File: config.mk
export PLATFORM = sky130hd
export DESIGN_NAME = alu_arbiter
export DESIGN_NICKNAME = d
export VERILOG_FILES = /design/src/rtl/alu_arbiter.sv
export SDC_FILE = /design/constraint.sdc
export NUM_CORES = 1
export LEC_CHECK = 0
export BUFFER_PORTS_ARGS = -buffer_cell sky130_fd_sc_hd__buf_2
export CORE_MARGIN = 3
export CORE_UTILIZATION = 30
export DETAILED_ROUTE_END_ITERATION = 12
export GPL_ROUTABILITY_DRIVEN = 0
export HOLD_SLACK_MARGIN = 0.15
export MAX_ROUTING_LAYER = met4
export SLEW_MARGIN = 10
export SYNTH_ARGS = -nofsm -noshare
export SYNTH_HDL_FRONTEND = slang
export SYNTH_SLANG_ARGS = --single-unit
File: constraint.sdc
create_clock -name clk -period 3.3 [get_ports clk]
set_input_delay 0.165 -clock clk [delete_from_list [all_inputs] [get_ports clk]]
set_output_delay 0.165 -clock clk [all_outputs]
set_load 0.05 [all_outputs]
File: src/rtl/alu_arbiter.sv
// Round-robin arbiter sharing one combinational RV32 ALU between two requesters.
// Registers ALU operands on issue, captures the result one cycle later, returns it tagged.
module alu_arbiter #(
  parameter int WIDTH = 32,
  parameter int TAG_W = 4
) (
  input  logic             clk,
  input  logic             rst_n,

  input  logic             req0_valid,
  output logic             req0_ready,
  input  logic [3:0]       req0_control,
  input  logic [WIDTH-1:0] req0_a,
  input  logic [WIDTH-1:0] req0_b,
  input  logic [TAG_W-1:0] req0_tag,

  input  logic             req1_valid,
  output logic             req1_ready,
  input  logic [3:0]       req1_control,
  input  logic [WIDTH-1:0] req1_a,
  input  logic [WIDTH-1:0] req1_b,
  input  logic [TAG_W-1:0] req1_tag,

  output logic             rsp0_valid,
  input  logic             rsp0_ready,
  output logic [WIDTH-1:0] rsp0_data,
  output logic [TAG_W-1:0] rsp0_tag,
  output logic             rsp0_err,

  output logic             rsp1_valid,
  input  logic             rsp1_ready,
  output logic [WIDTH-1:0] rsp1_data,
  output logic [TAG_W-1:0] rsp1_tag,
  output logic             rsp1_err,

  output logic [3:0]       alu_control,
  output logic [WIDTH-1:0] alu_in1,
  output logic [WIDTH-1:0] alu_in2,
  input  logic [WIDTH-1:0] alu_result,

  output logic [31:0]      issue_cnt
);

  typedef enum logic {REQ0 = 1'b0, REQ1 = 1'b1} req_id_e;

  function automatic logic op_illegal(input logic [3:0] c);
    case (c)
      4'b0000, 4'b0001, 4'b0010, 4'b0100, 4'b0110, 4'b0111,
      4'b1000, 4'b1010, 4'b1011, 4'b1100, 4'b1110: op_illegal = 1'b0;
      default:                                     op_illegal = 1'b1;
    endcase
  endfunction

  logic             inflight_q, inflight_d;
  req_id_e          owner_q, owner_d;
  req_id_e          last_grant_q, last_grant_d;
  logic [TAG_W-1:0] tag_q, tag_d;
  logic             illegal_q, illegal_d;
  logic [3:0]       alu_control_q, alu_control_d;
  logic [WIDTH-1:0] alu_in1_q, alu_in1_d;
  logic [WIDTH-1:0] alu_in2_q, alu_in2_d;
  logic [31:0]      issue_cnt_q, issue_cnt_d;
  logic [1:0]       rsp_valid_q, rsp_valid_d;
  logic [WIDTH-1:0] rsp_data_q [2];
  logic [WIDTH-1:0] rsp_data_d [2];
  logic [TAG_W-1:0] rsp_tag_q [2];
  logic [TAG_W-1:0] rsp_tag_d [2];
  logic [1:0]       rsp_err_q, rsp_err_d;

  logic [1:0] req_valid, rsp_ready, elig, cand, grant, cap;
  req_id_e    winner;
  logic       fire;

  assign req_valid = {req1_valid, req0_valid};
  assign rsp_ready = {rsp1_ready, rsp0_ready};

  // Arbitration: a requester with an op in flight or an undrained response sits out.
  always_comb begin
    elig[0] = ~(inflight_q & (owner_q == REQ0)) & (~rsp_valid_q[0] | rsp_ready[0]);
    elig[1] = ~(inflight_q & (owner_q == REQ1)) & (~rsp_valid_q[1] | rsp_ready[1]);
    cand    = req_valid & elig;
    if (cand == 2'b11) begin
      winner = (last_grant_q == REQ0) ? REQ1 : REQ0;
    end else if (cand[1]) begin
      winner = REQ1;
    end else begin
      winner = REQ0;
    end
    grant[0] = cand[0] & (winner == REQ0);
    grant[1] = cand[1] & (winner == REQ1);
    fire     = |grant;
    cap[0]   = inflight_q & (owner_q == REQ0);
    cap[1]   = inflight_q & (owner_q == REQ1);
  end

  always_comb begin
    alu_control_d = alu_control_q;
    alu_in1_d     = alu_in1_q;
    alu_in2_d     = alu_in2_q;
    tag_d         = tag_q;
    illegal_d     = illegal_q;
    owner_d       = owner_q;
    last_grant_d  = last_grant_q;
    inflight_d    = fire;
    issue_cnt_d   = issue_cnt_q + 32'(fire);

    if (fire) begin
      if (winner == REQ1) begin
        alu_control_d = req1_control;
        alu_in1_d     = req1_a;
        alu_in2_d     = req1_b;
        tag_d         = req1_tag;
        illegal_d     = op_illegal(req1_control);
      end else begin
        alu_control_d = req0_control;
        alu_in1_d     = req0_a;
        alu_in2_d     = req0_b;
        tag_d         = req0_tag;
        illegal_d     = op_illegal(req0_control);
      end
      owner_d      = winner;
      last_grant_d = winner;
    end

    // A capture landing on the draining edge keeps valid high with the new result.
    rsp_valid_d = rsp_valid_q & ~rsp_ready;
    rsp_data_d  = rsp_data_q;
    rsp_tag_d   = rsp_tag_q;
    rsp_err_d   = rsp_err_q;
    for (int unsigned i = 0; i < 2; i++) begin
      if (cap[i]) begin
        rsp_valid_d[i] = 1'b1;
        rsp_data_d[i]  = illegal_q ? '0 : alu_result;
        rsp_tag_d[i]   = tag_q;
        rsp_err_d[i]   = illegal_q;
      end
    end
  end

  always_ff @(posedge clk or negedge rst_n) begin
    if (!rst_n) begin
      inflight_q    <= 1'b0;
      owner_q       <= REQ0;
      last_grant_q  <= REQ1;
      tag_q         <= '0;
      illegal_q     <= 1'b0;
      alu_control_q <= '0;
      alu_in1_q     <= '0;
      alu_in2_q     <= '0;
      issue_cnt_q   <= '0;
      rsp_valid_q   <= '0;
      rsp_err_q     <= '0;
      for (int unsigned i = 0; i < 2; i++) begin
        rsp_data_q[i] <= '0;
        rsp_tag_q[i]  <= '0;
      end
    end else begin
      inflight_q    <= inflight_d;
      owner_q       <= owner_d;
      last_grant_q  <= last_grant_d;
      tag_q         <= tag_d;
      illegal_q     <= illegal_d;
      alu_control_q <= alu_control_d;
      alu_in1_q     <= alu_in1_d;
      alu_in2_q     <= alu_in2_d;
      issue_cnt_q   <= issue_cnt_d;
      rsp_valid_q   <= rsp_valid_d;
      rsp_err_q     <= rsp_err_d;
      rsp_data_q    <= rsp_data_d;
      rsp_tag_q     <= rsp_tag_d;
    end
  end

  assign req0_ready  = grant[0];
  assign req1_ready  = grant[1];
  assign rsp0_valid  = rsp_valid_q[0];
  assign rsp0_data   = rsp_data_q[0];
  assign rsp0_tag    = rsp_tag_q[0];
  assign rsp0_err    = rsp_err_q[0];
  assign rsp1_valid  = rsp_valid_q[1];
  assign rsp1_data   = rsp_data_q[1];
  assign rsp1_tag    = rsp_tag_q[1];
  assign rsp1_err    = rsp_err_q[1];
  assign alu_control = alu_control_q;
  assign alu_in1     = alu_in1_q;
  assign alu_in2     = alu_in2_q;
  assign issue_cnt   = issue_cnt_q;

endmodule

==> qor.csv <==
stage,metric,value,unit
floorplanning,io_pins,360,
sta,finalSetupTns,0,ns
floorplanning,die_x,168,µm
synth,synth-compound-area-share,0.152,
synth,yosysWarnings,0,
drt,route.vias.total,7468,
synth,async_flop_share,1.00,
drt,avgRoutedWirePerCell,17.2,µm
run,drv_cap,0,
setup_path,start_kind,register,
setup_path,crit_path_max_fanout,71,
floorplanning,core_area,25400,µm²
setup_path,path_cells,nand2b_2 > buf_4 > and3_1 > o21ai_4 > buf_4 > o221a_2 > dlygate4sd3_1,
place,dp_hpwl,16900,µm
clock_network,cts-root-buf,clkbuf_16,
sta,slew_headroom,0.300,
run_status,status,"finished, final reports clean",
final_layout,area.growth.synth_to_final,57.6,%
synth,synth_area,7830,µm²
floorplanning,start_util,0.308,
power,p_total,12.9,mW
synth,syn-mean-instance-area,11.7,µm²
power,cellLeakagePower,5.77,nW
clock_network,htreeDepth,4,
synth,synth_area_leader_cell,dfrtp_1,
clock_network,cts_tree,yes,
power,peakVddDrop,0.608,mV
grt,globalRouteOverflowTotal,0,
clock_network,clock_path_buffers,2,
synth,synth_area_leaders,"dfrtp_1 (59%), o221a_2 (10%), nand3b_1 (7.1%)",
synth,yosys_most_used_dff,dfrtp_1,
synth,synth_top_family_by_area,simple AND/OR/NAND/NOR gates,
setup_path,required,3.66,ns
final_layout,nNetsFinal,1370,
drt,postRouteAntennaNets,0,
synth,synth_fa_ha_area_frac,0.00320,
worst_hold_path,hold_path_class,primary input to register,
setup_path,crit_family,buffers and inverters,
drt,viasPerCell,4.87,
synth,synth.most_common_cell,dfrtp_1,
clock_network,cts_setup_buffers,0,
setup_path,crit_arrival,3.41,ns
clock_network,clock_latency,0.44,ns
synth,yosys.cell_types.count,36,
sta,period_minus_slack,3.05,ns
setup_path,slowest_delay,0.62,ns
sta,fin_worst_skew,0.0300,ns
setup_path,cpMaxStageDelayCell,buf_4,
floorplanning,die_h,168,µm
synth,synthCells,670,
final_layout,drive_gt1_frac,0.407,
sta,drv_slew,0,
grt,grt_pass1_vias,7790,
drt,dr.first_iter.drc_count,491,
floorplanning,dieArea,28100,µm²
synth,ys_seq_area_frac,0.589,
synth,synth.top_cell.area_share,0.585,
grt,track_usage,0.190,
synth,ys_ff_latch,184,
sta,setup_viol,0,
synth,synth_commonest_cells,"dfrtp_1 (183), nand2_1 (82), nand3b_1 (74)",
power,power_density,1050,nW/µm²
grt,antenna_found_initial,5,
place,io_buffers,359,
grt,grt_pass1_wl,41800,µm
synth,synthMuxAreaShare,0.0157,
drt,first_pass_iters,5,
sta,period_share,0.923,
final_layout,final_cells,1535,
synth,synthesis.nets,854,
grt,grt_max_degree,92,
setup_path,path_common_cell,buf_4,
place,placed_cells_incl_taps,1316,
sta,max_freq,0.328,GHz
sta,tightest_slew,1.05,ns
synth,synth_edf_count,0,
drt,drt_wl_total,26400,µm
clock_network,cts_buffers,17,
drt,drc,0,
floorplanning,fp-row-count,58,
synth,synth-simple-area-share,0.175,
clock_network,cts.clk_slew.worst_paths,0.07,ns
setup_path,worst_setup_path_end_kind,register,
sta,hold_viol,0,
synth,synthXorXnorAreaFrac,0.0368,
sta,rsz0062_at_grt,no,
setup_path,crit_buf_inv,3,
clock_network,cts_sinks,184,
setup_path,crit_type,register to register,
## path summary, 6_finish.rpt
kind / end / cells past startpoint / slack, ns / start
max in group asynchronous: last_grant_q$_DFFE_PN1N_ / 3 / 2.08 / rst_n
min in group asynchronous: issue_cnt[25]$_DFF_PN0_ / 2 / 0.37 / rst_n
worst min-delay path: inflight_q$_DFF_PN0_ / 3 / 0.17 / req1_valid
worst max register to register: alu_in1[21]$_DFFE_PN0N_ / 7 / 0.25 / owner_q$_DFFE_PN0N_
worst max-delay path: alu_in1[21]$_DFFE_PN0N_ / 7 / 0.25 / owner_q$_DFFE_PN0N_
worst min register to register: issue_cnt[31]$_DFF_PN0_ / 1 / 0.46 / issue_cnt[31]$_DFF_PN0_
## logic make-up after synthesis
group | after synthesis
AOI/OAI and AO/OA | 144
xor gates and xnor gates | 32
adders and majority gates | 2
buffers and inverters | 58
DFF | 184
muxes | 11
and+or+nand+nor | 239
## routing by layer
layer,GRT usage,wire length [µm],up-vias
li1,-,-,3480
met1,0.229,11000,3639
met2,0.313,12900,307
met3,0.0470,1800,42
met4,0.0626,652,0
met5,-,0,-
## per-stage QoR
step | cell area, µm² | setup slack [ns] | hold slack [ns] | util
after floorplan | 7830 | 0.263 | -0.131 | -
after global placement | 9960 | 0.769 | 0.293 | 0.392
after detailed placement | 9960 | 0.738 | 0.294 | 0.392
after CTS | 12300 | 0.276 | 0.170 | 0.485
after global routing | 12300 | 0.0993 | 0.195 | 0.485
final | 12300 | 0.253 | 0.172 | 0.486
## sequential cells by signal, summed over array words and instances (netlist names)
| name | count |
|---|---|
| alu_in1 | 32 |
| alu_in2 | 32 |
| issue_cnt | 32 |
| rsp0_data | 32 |
| rsp1_data | 32 |
| alu_control | 4 |
| rsp0_tag | 4 |
| rsp1_tag | 4 |
| tag_q | 4 |
| rsp_err_q | 2 |
| rsp_valid_q | 2 |
| illegal_q | 1 |
| inflight_q | 1 |
| last_grant_q | 1 |
| owner_q | 1 |
## cell usage in the layout (no fill, tap or decap), types with 17 or more instances in the layout
cell / count
dfrtp_1: 183
nand2b_1: 33
clkbuf_16: 17
dlygate4sd3_1: 181
nand3b_1: 74
o21ai_0: 66
nand2_1: 81
xor2_1: 19
buf_2: 358
o221a_2: 70
## final cells by class
cell class | instances | area, µm²
fillers | 2349 | 13100
flip-flops and latches | 184 | 4610
repair buffers | 549 | 3710
multi-input cells | 428 | 3020
clock buffers | 19 | 433
well taps | 330 | 413
clock inverters | 13 | 111
inverters | 6 | 22.5
diodes | 6 | 15.0
## what timing repair did
item,4_1_cts,5_1_grt
hold buffers,181,0
endpoints found under the hold margin,228,0
gates resized for setup,0,0
## report_power, final
part | leakage, nW | switching, mW | internal [mW]
clock | 0.252 | 0.961 | 0.988
combinational | 3.29 | 4.77 | 2.47
sequential | 2.23 | 0.556 | 3.15
## tightest hold or removal path: cells and delay by family
kind,cells,cell delay [ns]
AND/OR/NAND/NOR,1,0.14
AO/OA/AOI/OAI,1,0.16
buffers and inverters,1,0.09
No activity file was read; power rests on OpenSTA's default activity.
